## config.mk

```make
export PLATFORM = sky130hd
export DESIGN_NAME = hack_alu_pipe
export DESIGN_NICKNAME = d
export VERILOG_FILES = /design/src/rtl/hack_alu_pkg.sv /design/src/rtl/hack_alu_core.sv /design/src/rtl/hack_alu_pipe.sv
export SDC_FILE = /design/constraint.sdc
export NUM_CORES = 1
export LEC_CHECK = 0
export CAP_MARGIN = 30
export CORE_UTILIZATION = 35
export DETAILED_ROUTE_END_ITERATION = 10
export GPL_TIMING_DRIVEN = 0
export SLEW_MARGIN = 20
export SYNTH_ARGS = -nofsm -noshare
export SYNTH_HDL_FRONTEND = slang
export SYNTH_HIERARCHICAL = 1
export SYNTH_SLANG_ARGS = --single-unit
export TNS_END_PERCENT = 5
```

## constraint.sdc

```tcl
create_clock -name clk -period 5.65 [get_ports clk]
set_input_delay 1.13 -clock clk [delete_from_list [all_inputs] [get_ports clk]]
set_output_delay 1.13 -clock clk [all_outputs]
set_load 0.005 [all_outputs]
```

## src/rtl/hack_alu_pkg.sv

```systemverilog
// hack_alu_pkg
// Shared definitions for the pipelined Hack ALU.
//   - The 18 canonical Hack control encodings, packed as {zx,nx,zy,ny,f,no}.
//   - s1_ctl_t: the control bits that travel with stage-1 operands into
//     stage 2. zx/nx/zy/ny are consumed by stage 1 and are not carried.
package hack_alu_pkg;

    localparam logic [5:0] ZERO    = 6'b101010;
    localparam logic [5:0] ONE     = 6'b111111;
    localparam logic [5:0] NEG_ONE = 6'b111010;
    localparam logic [5:0] X       = 6'b001100;
    localparam logic [5:0] Y       = 6'b110000;
    localparam logic [5:0] NOT_X   = 6'b001101;
    localparam logic [5:0] NOT_Y   = 6'b110001;
    localparam logic [5:0] NEG_X   = 6'b001111;
    localparam logic [5:0] NEG_Y   = 6'b110011;
    localparam logic [5:0] X_INC   = 6'b011111;
    localparam logic [5:0] Y_INC   = 6'b110111;
    localparam logic [5:0] X_DEC   = 6'b001110;
    localparam logic [5:0] Y_DEC   = 6'b110010;
    localparam logic [5:0] X_ADD_Y = 6'b000010;
    localparam logic [5:0] X_SUB_Y = 6'b010011;
    localparam logic [5:0] Y_SUB_X = 6'b000111;
    localparam logic [5:0] X_AND_Y = 6'b000000;
    localparam logic [5:0] X_OR_Y  = 6'b010101;

    typedef struct packed {
        logic f;
        logic no;
    } s1_ctl_t;

endpackage

```

## src/rtl/hack_alu_core.sv

```systemverilog
// hack_alu_core
// Combinational stage-2 datapath of the pipelined Hack ALU.
// Ports:
//   xp, yp  (in,  WIDTH) preset operands from stage 1
//   f, no   (in,  1)     add/and select, output invert
//   out     (out, WIDTH) result after the optional inversion
//   zr, ng  (out, 1)     out == 0, out MSB
//   co, ov  (out, 1)     adder carry / signed overflow, taken before the
//                        inversion; 0 for AND or when FLAG_EXT == 0
module hack_alu_core #(
    parameter int WIDTH    = 16,
    parameter int FLAG_EXT = 1
) (
    input  logic [WIDTH-1:0] xp,
    input  logic [WIDTH-1:0] yp,
    input  logic             f,
    input  logic             no,
    output logic [WIDTH-1:0] out,
    output logic             zr,
    output logic             ng,
    output logic             co,
    output logic             ov
);

    logic [WIDTH:0]   sum;
    logic [WIDTH-1:0] r;
    logic             add_ov;

    // One extra bit on the adder exposes the carry; the low WIDTH bits wrap.
    assign sum    = {1'b0, xp} + {1'b0, yp};
    assign r      = f ? sum[WIDTH-1:0] : (xp & yp);
    assign out    = no ? ~r : r;
    assign zr     = (out == '0);
    assign ng     = out[WIDTH-1];

    // Overflow: operands agree in sign but the wrapped sum does not.
    assign add_ov = (xp[WIDTH-1] == yp[WIDTH-1]) && (sum[WIDTH-1] != xp[WIDTH-1]);

    generate
        if (FLAG_EXT != 0) begin : g_flags
            assign co = f & sum[WIDTH];
            assign ov = f & add_ov;
        end else begin : g_no_flags
            assign co = 1'b0;
            assign ov = 1'b0;
        end
    endgenerate

endmodule

```

## src/rtl/hack_alu_pipe.sv

```systemverilog
// hack_alu_pipe
// Two-stage valid/ready pipelined Hack ALU.
//   Stage 1 registers the preset operands (zx/nx, zy/ny applied) plus f/no.
//   Stage 2 registers out and the zr/ng/co/ov flags from hack_alu_core.
// Ports:
//   clk, rst_n            clock, synchronous active-low reset
//   x, y      (in, WIDTH) operands
//   zx..no    (in, 1)     Hack control bits
//   in_valid / in_ready   input handshake
//   out_valid / out_ready output handshake
//   out       (out,WIDTH) result; zr, ng, co, ov result flags
// Handshake: a beat moves on a rising edge where valid && ready are both
// high. in_ready depends on out_ready and internal state only, never on
// in_valid. Outputs hold stable while out_valid && !out_ready.
module hack_alu_pipe #(
    parameter int WIDTH    = 16,
    parameter int FLAG_EXT = 1
) (
    input  logic             clk,
    input  logic             rst_n,
    input  logic [WIDTH-1:0] x,
    input  logic [WIDTH-1:0] y,
    input  logic             zx,
    input  logic             nx,
    input  logic             zy,
    input  logic             ny,
    input  logic             f,
    input  logic             no,
    input  logic             in_valid,
    output logic             in_ready,
    output logic             out_valid,
    input  logic             out_ready,
    output logic [WIDTH-1:0] out,
    output logic             zr,
    output logic             ng,
    output logic             co,
    output logic             ov
);

    import hack_alu_pkg::*;

    // Stage 1 state
    logic             s1_valid;
    logic [WIDTH-1:0] s1_xp;
    logic [WIDTH-1:0] s1_yp;
    s1_ctl_t          s1_ctl;

    // Stage 2 state
    logic             s2_valid;

    // Preset logic ahead of the stage-1 register
    logic [WIDTH-1:0] x_zero;
    logic [WIDTH-1:0] y_zero;
    logic [WIDTH-1:0] xp_next;
    logic [WIDTH-1:0] yp_next;

    // Core outputs
    logic [WIDTH-1:0] core_out;
    logic             core_zr;
    logic             core_ng;
    logic             core_co;
    logic             core_ov;

    logic             s2_load;
    logic             s1_adv;

    assign x_zero  = zx ? '0 : x;
    assign xp_next = nx ? ~x_zero : x_zero;
    assign y_zero  = zy ? '0 : y;
    assign yp_next = ny ? ~y_zero : y_zero;

    // Stage 2 takes a new beat when empty or when its current beat leaves;
    // stage 1 advances when empty or when it hands its beat to stage 2.
    assign s2_load   = !s2_valid || out_ready;
    assign s1_adv    = !s1_valid || s2_load;
    assign in_ready  = s1_adv;
    assign out_valid = s2_valid;

    always_ff @(posedge clk) begin
        if (!rst_n) begin
            s1_valid <= 1'b0;
            s1_xp    <= '0;
            s1_yp    <= '0;
            s1_ctl   <= '0;
        end else if (s1_adv) begin
            s1_valid <= in_valid;
            if (in_valid) begin
                s1_xp     <= xp_next;
                s1_yp     <= yp_next;
                s1_ctl.f  <= f;
                s1_ctl.no <= no;
            end
        end
    end

    hack_alu_core #(
        .WIDTH    (WIDTH),
        .FLAG_EXT (FLAG_EXT)
    ) u_core (
        .xp  (s1_xp),
        .yp  (s1_yp),
        .f   (s1_ctl.f),
        .no  (s1_ctl.no),
        .out (core_out),
        .zr  (core_zr),
        .ng  (core_ng),
        .co  (core_co),
        .ov  (core_ov)
    );

    always_ff @(posedge clk) begin
        if (!rst_n) begin
            s2_valid <= 1'b0;
            out      <= '0;
            zr       <= 1'b0;
            ng       <= 1'b0;
            co       <= 1'b0;
            ov       <= 1'b0;
        end else if (s2_load) begin
            s2_valid <= s1_valid;
            // Result registers only change on a real beat, so a bubble
            // leaves the last result visible (with out_valid low).
            if (s1_valid) begin
                out <= core_out;
                zr  <= core_zr;
                ng  <= core_ng;
                co  <= core_co;
                ov  <= core_ov;
            end
        end
    end

endmodule

```

==> summary.txt <==
Run status
  – Status: finished clean

Yosys
  – Post-synthesis cell count: between 500 and 600
  – Post-Syn Nets: roughly 580
  – Yosys top cell by area: dfxtp_1
  – Post-synth EDFFs: 0
  – Predominant post-synthesis flop cell: dfxtp_1
  – Synth area leaders: dfxtp_1 (26%), xnor2_1 (8.5%), o311ai_1 (6.5%)
  – Seq cells post-synth: 56
  – Sequential-to-total area share from yosys stat: 0.259
  – Synth cell types: 64
  – Avg Cell Area, Syn: around 8.4 um^2
  – Fraction of registers with async set/reset: 0
  – Most frequent cell after synthesis: dfxtp_1
  – Synth Warn #: 6
  – Synth top cells by count: dfxtp_1 (56), a21oi_1 (49), xnor2_1 (42)
  – Yosys top cell area share: 0.259
  – Synthesized cell area: 4330 um^2

Critical path
  – Reg-to-reg startpoint: s1_yp[0]$_SDFFE_PN0P_
  – R2r setup slk: 1.74 ns
  – Crit-path max FO: 6
  – Worst-path cell chain: ha_1 -> fa_1 -> a211oi_1 -> o21ai_0 -> a211o_1 -> o211ai_1 -> xor2_1 -> or4_1 -> or4b_1 -> nor4_2 -> nand3_1 -> a21boi_0
  – R2R depth: 12
  – R2r endpoint: zr$_SDFFE_PN0P_
  – Worst EP required: slightly below 6 ns
  – Setup crit end kind: flop
  – Crit path largest cell delay: 0.58 ns
  – Worst Setup Path Type: reg -> reg
  – Critical Path Start Type: flop
  – Slowest-stage cell, CP: a211oi_1
  – Critical Path AT: a little over 4 ns

Clocking
  – H-tree Lvls: 2
  – Clk_lat worst skew: around 0.3 ns
  – Hold buffer count at CTS: 0
  – # Post-CTS Setup Buffers: 0
  – Clock root cell: clkbuf_16
  – Sink Count: 56
  – Total CTS buffers: 5
  – Post_cts resized: 0
  – Clk buf depth: 2
  – Reg clk slew, reported paths: about 0.08 ns
  – TritonCTS clock tree: yes

Place
  – HPWL after DPL: a little under 9000 um
  – Gpl congestion: approximately 0.86
  – PortBufs: 60
  – Dpl cells: 744

Timing
  – Setup TNS: 0 ns
  – Fmax: 256 MHz
  – Max-slew violations: 0
  – Setup-violating endpoint count in the final report: 0
  – Min Tclk post-route: slightly below 4 ns
  – RSZ-0062 raised after global routing: no
  – Layout Skew: 0.0123 ns
  – Final critical-path share of the clock period: 0.692
  – Worst Max-Slew Pin Slew: 0.600 ns
  – Max-slew headroom: 0.590
  – Hold Fails Final Rpt: 0

GRT
  – Vias in the first global route: approximately 3800
  – Largest net degree at the start of global routing: 18
  – Initial antenna violation count: 0
  – Remaining Overflow, GRT: 0
  – GRT Util Overall: 0.178
  – First-pass GRT wire length: approximately 18000 um

Detailed routing
  – DRT iter0 DRCs: roughly 170
  – Drt first pass iters: 4
  – Routed vias/inst: 5.20
  – Final antenna-violating net count: 0
  – DR vias: ~3900
  – Wire per inst: between 10 and 15 um
  – Post-Route WL: roughly 11000 um
  – DRC: 0

Power
  – Sw frac: 0.310
  – Clock power frac: 0.286
  – Gate power share: 0.308
  – P_leak: 1.99 nW
  – NetSw: 340 uW
  – Sequential group share of total power: 0.406
  – P_int: roughly 760 uW
  – Power Density: roughly 210 nW/um^2
  – Maximum VDD drop: roughly 0.10 mV

Die
  – Die area: about 13000 um^2
  – IO Count: 64
  – Initial Utilization: 0.359
  – Site row count: 40
  – Die Wd: around 110 um
  – DIE HEIGHT: between 100 and 150 um
  – Core area: roughly 12000 um^2

Cells and area
  – Finished Layout Cells: roughly 750
  – Number of diodes: 0
  – Syn-to-layout area delta: 22.0%
  – Fin nets: ~640
  – Proportion of layout cells with a drive suffix above 1: 0.149

Hold path
  – Hold WC Path Type: reg -> reg
  – Hold path depth: 2
  – HP Start: out[5]$_SDFFE_PN0P_
  – WHS Endpoint: out[5]$_SDFFE_PN0P_

Run
  – # Max-Cap Violations: 0
cells by family after synthesis:
logic type	synth area share
buf+inv	0.0768
fa+ha+maj	0.0508
xor+xnor	0.101
simple gates	0.220
mux	0.0188
flops	0.259
compound gates	0.274
how the worst max path moves through the flow:
| stage | startpoint | to | slack [ns] | depth (start not counted) |
|---|---|---|---|---|
| 3_5_place_dp | s1_yp[0]$_SDFFE_PN0P_ | zr$_SDFFE_PN0P_ | 1.72 | 12 |
| 6_report | s1_yp[0]$_SDFFE_PN0P_ | zr$_SDFFE_PN0P_ | 1.74 | 12 |
| 4_1_cts | s1_yp[0]$_SDFFE_PN0P_ | zr$_SDFFE_PN0P_ | 1.68 | 12 |
| 3_3_place_gp | s1_xp[0]$_SDFFE_PN0P_ | zr$_SDFFE_PN0P_ | 1.73 | 12 |
| 2_1_floorplan | s1_xp[0]$_SDFFE_PN0P_ | zr$_SDFFE_PN0P_ | 2.21 | 12 |
| 5_1_grt | s1_yp[0]$_SDFFE_PN0P_ | zr$_SDFFE_PN0P_ | 1.45 | 12 |
sequential cells by signal, summed over array words and instances (netlist names):
name,count
out,16
zr,1
s1_valid,1
s1_yp,16
ng,1
s1_xp,16
s1_ctl,2
out_valid,1
ov,1
co,1
worst max-delay path, delay by kind of cell, from the launching register on:
| kind | cells | cell delay (ns) |
|---|---|---|
| xor+xnor | 1 | 0.12 |
| flops | 1 | 0.35 |
| simple gates | 4 | 1.26 |
| fa+ha+maj | 2 | 0.72 |
| compound gates | 5 | 1.39 |
metal layers:
| metal | up-vias | wire (um) | GRT usage |
|---|---|---|---|
| met5 | - | 0 | 0 |
| met1 | 1795 | 5470 | 0.234 |
| li1 | 2014 | - | - |
| met4 | 0 | 149 | 0.0421 |
| met3 | 11 | 397 | 0.0300 |
| met2 | 94 | 5140 | 0.303 |
power by group through the flow:
stage / sequential, mW / clock [mW] / combinational, mW
floorplan: 0.446 / 0 / 0.241
global placement: 0.452 / 0 / 0.331
detailed placement: 0.453 / 0 / 0.335
CTS: 0.444 / 0.319 / 0.338
global route: 0.448 / 0.340 / 0.372
finish: 0.444 / 0.313 / 0.337
cell type report:
class                   instances  area [um^2]
fillers                      1244         6770
clock buffers                   6          129
well taps                     168          210
multi-input cells             410         2880
clock inverters                 2         13.8
repair buffers                 60          601
plain buffers                  43          304
flip-flops and latches         56         1120
inverters                       7         28.8
stage by stage:
step                setup slack (ns)  cell area [um^2]  hold slack [ns]  total power [mW]  utilization
floorplan                       2.21              4330            0.469             0.687            -
detailed placement              1.72              5140            0.466             0.788        0.427
global route                    1.45              5290            0.497              1.16        0.438
global placement                1.73              5140            0.465             0.783        0.427
finish                          1.74              5290            0.474              1.09        0.438
CTS                             1.68              5290            0.476              1.10        0.438
layout by cell type, fill, tap and decap left out, types with 9 or more instances in the layout:
cell type / count
clkdlybuf4s50_1: 60
dfxtp_1: 56
a21oi_1: 49
xnor2_1: 42
or2_2: 33
o311ai_1: 32
nand3_1: 29
o21ai_0: 29
and2b_1: 22
nor2b_1: 16
ha_1: 16
nand2_1: 15
a21boi_0: 14
nor2_1: 14
buf_6: 12
buf_2: 10
buf_4: 9
(Power assumes the default switching activity.)
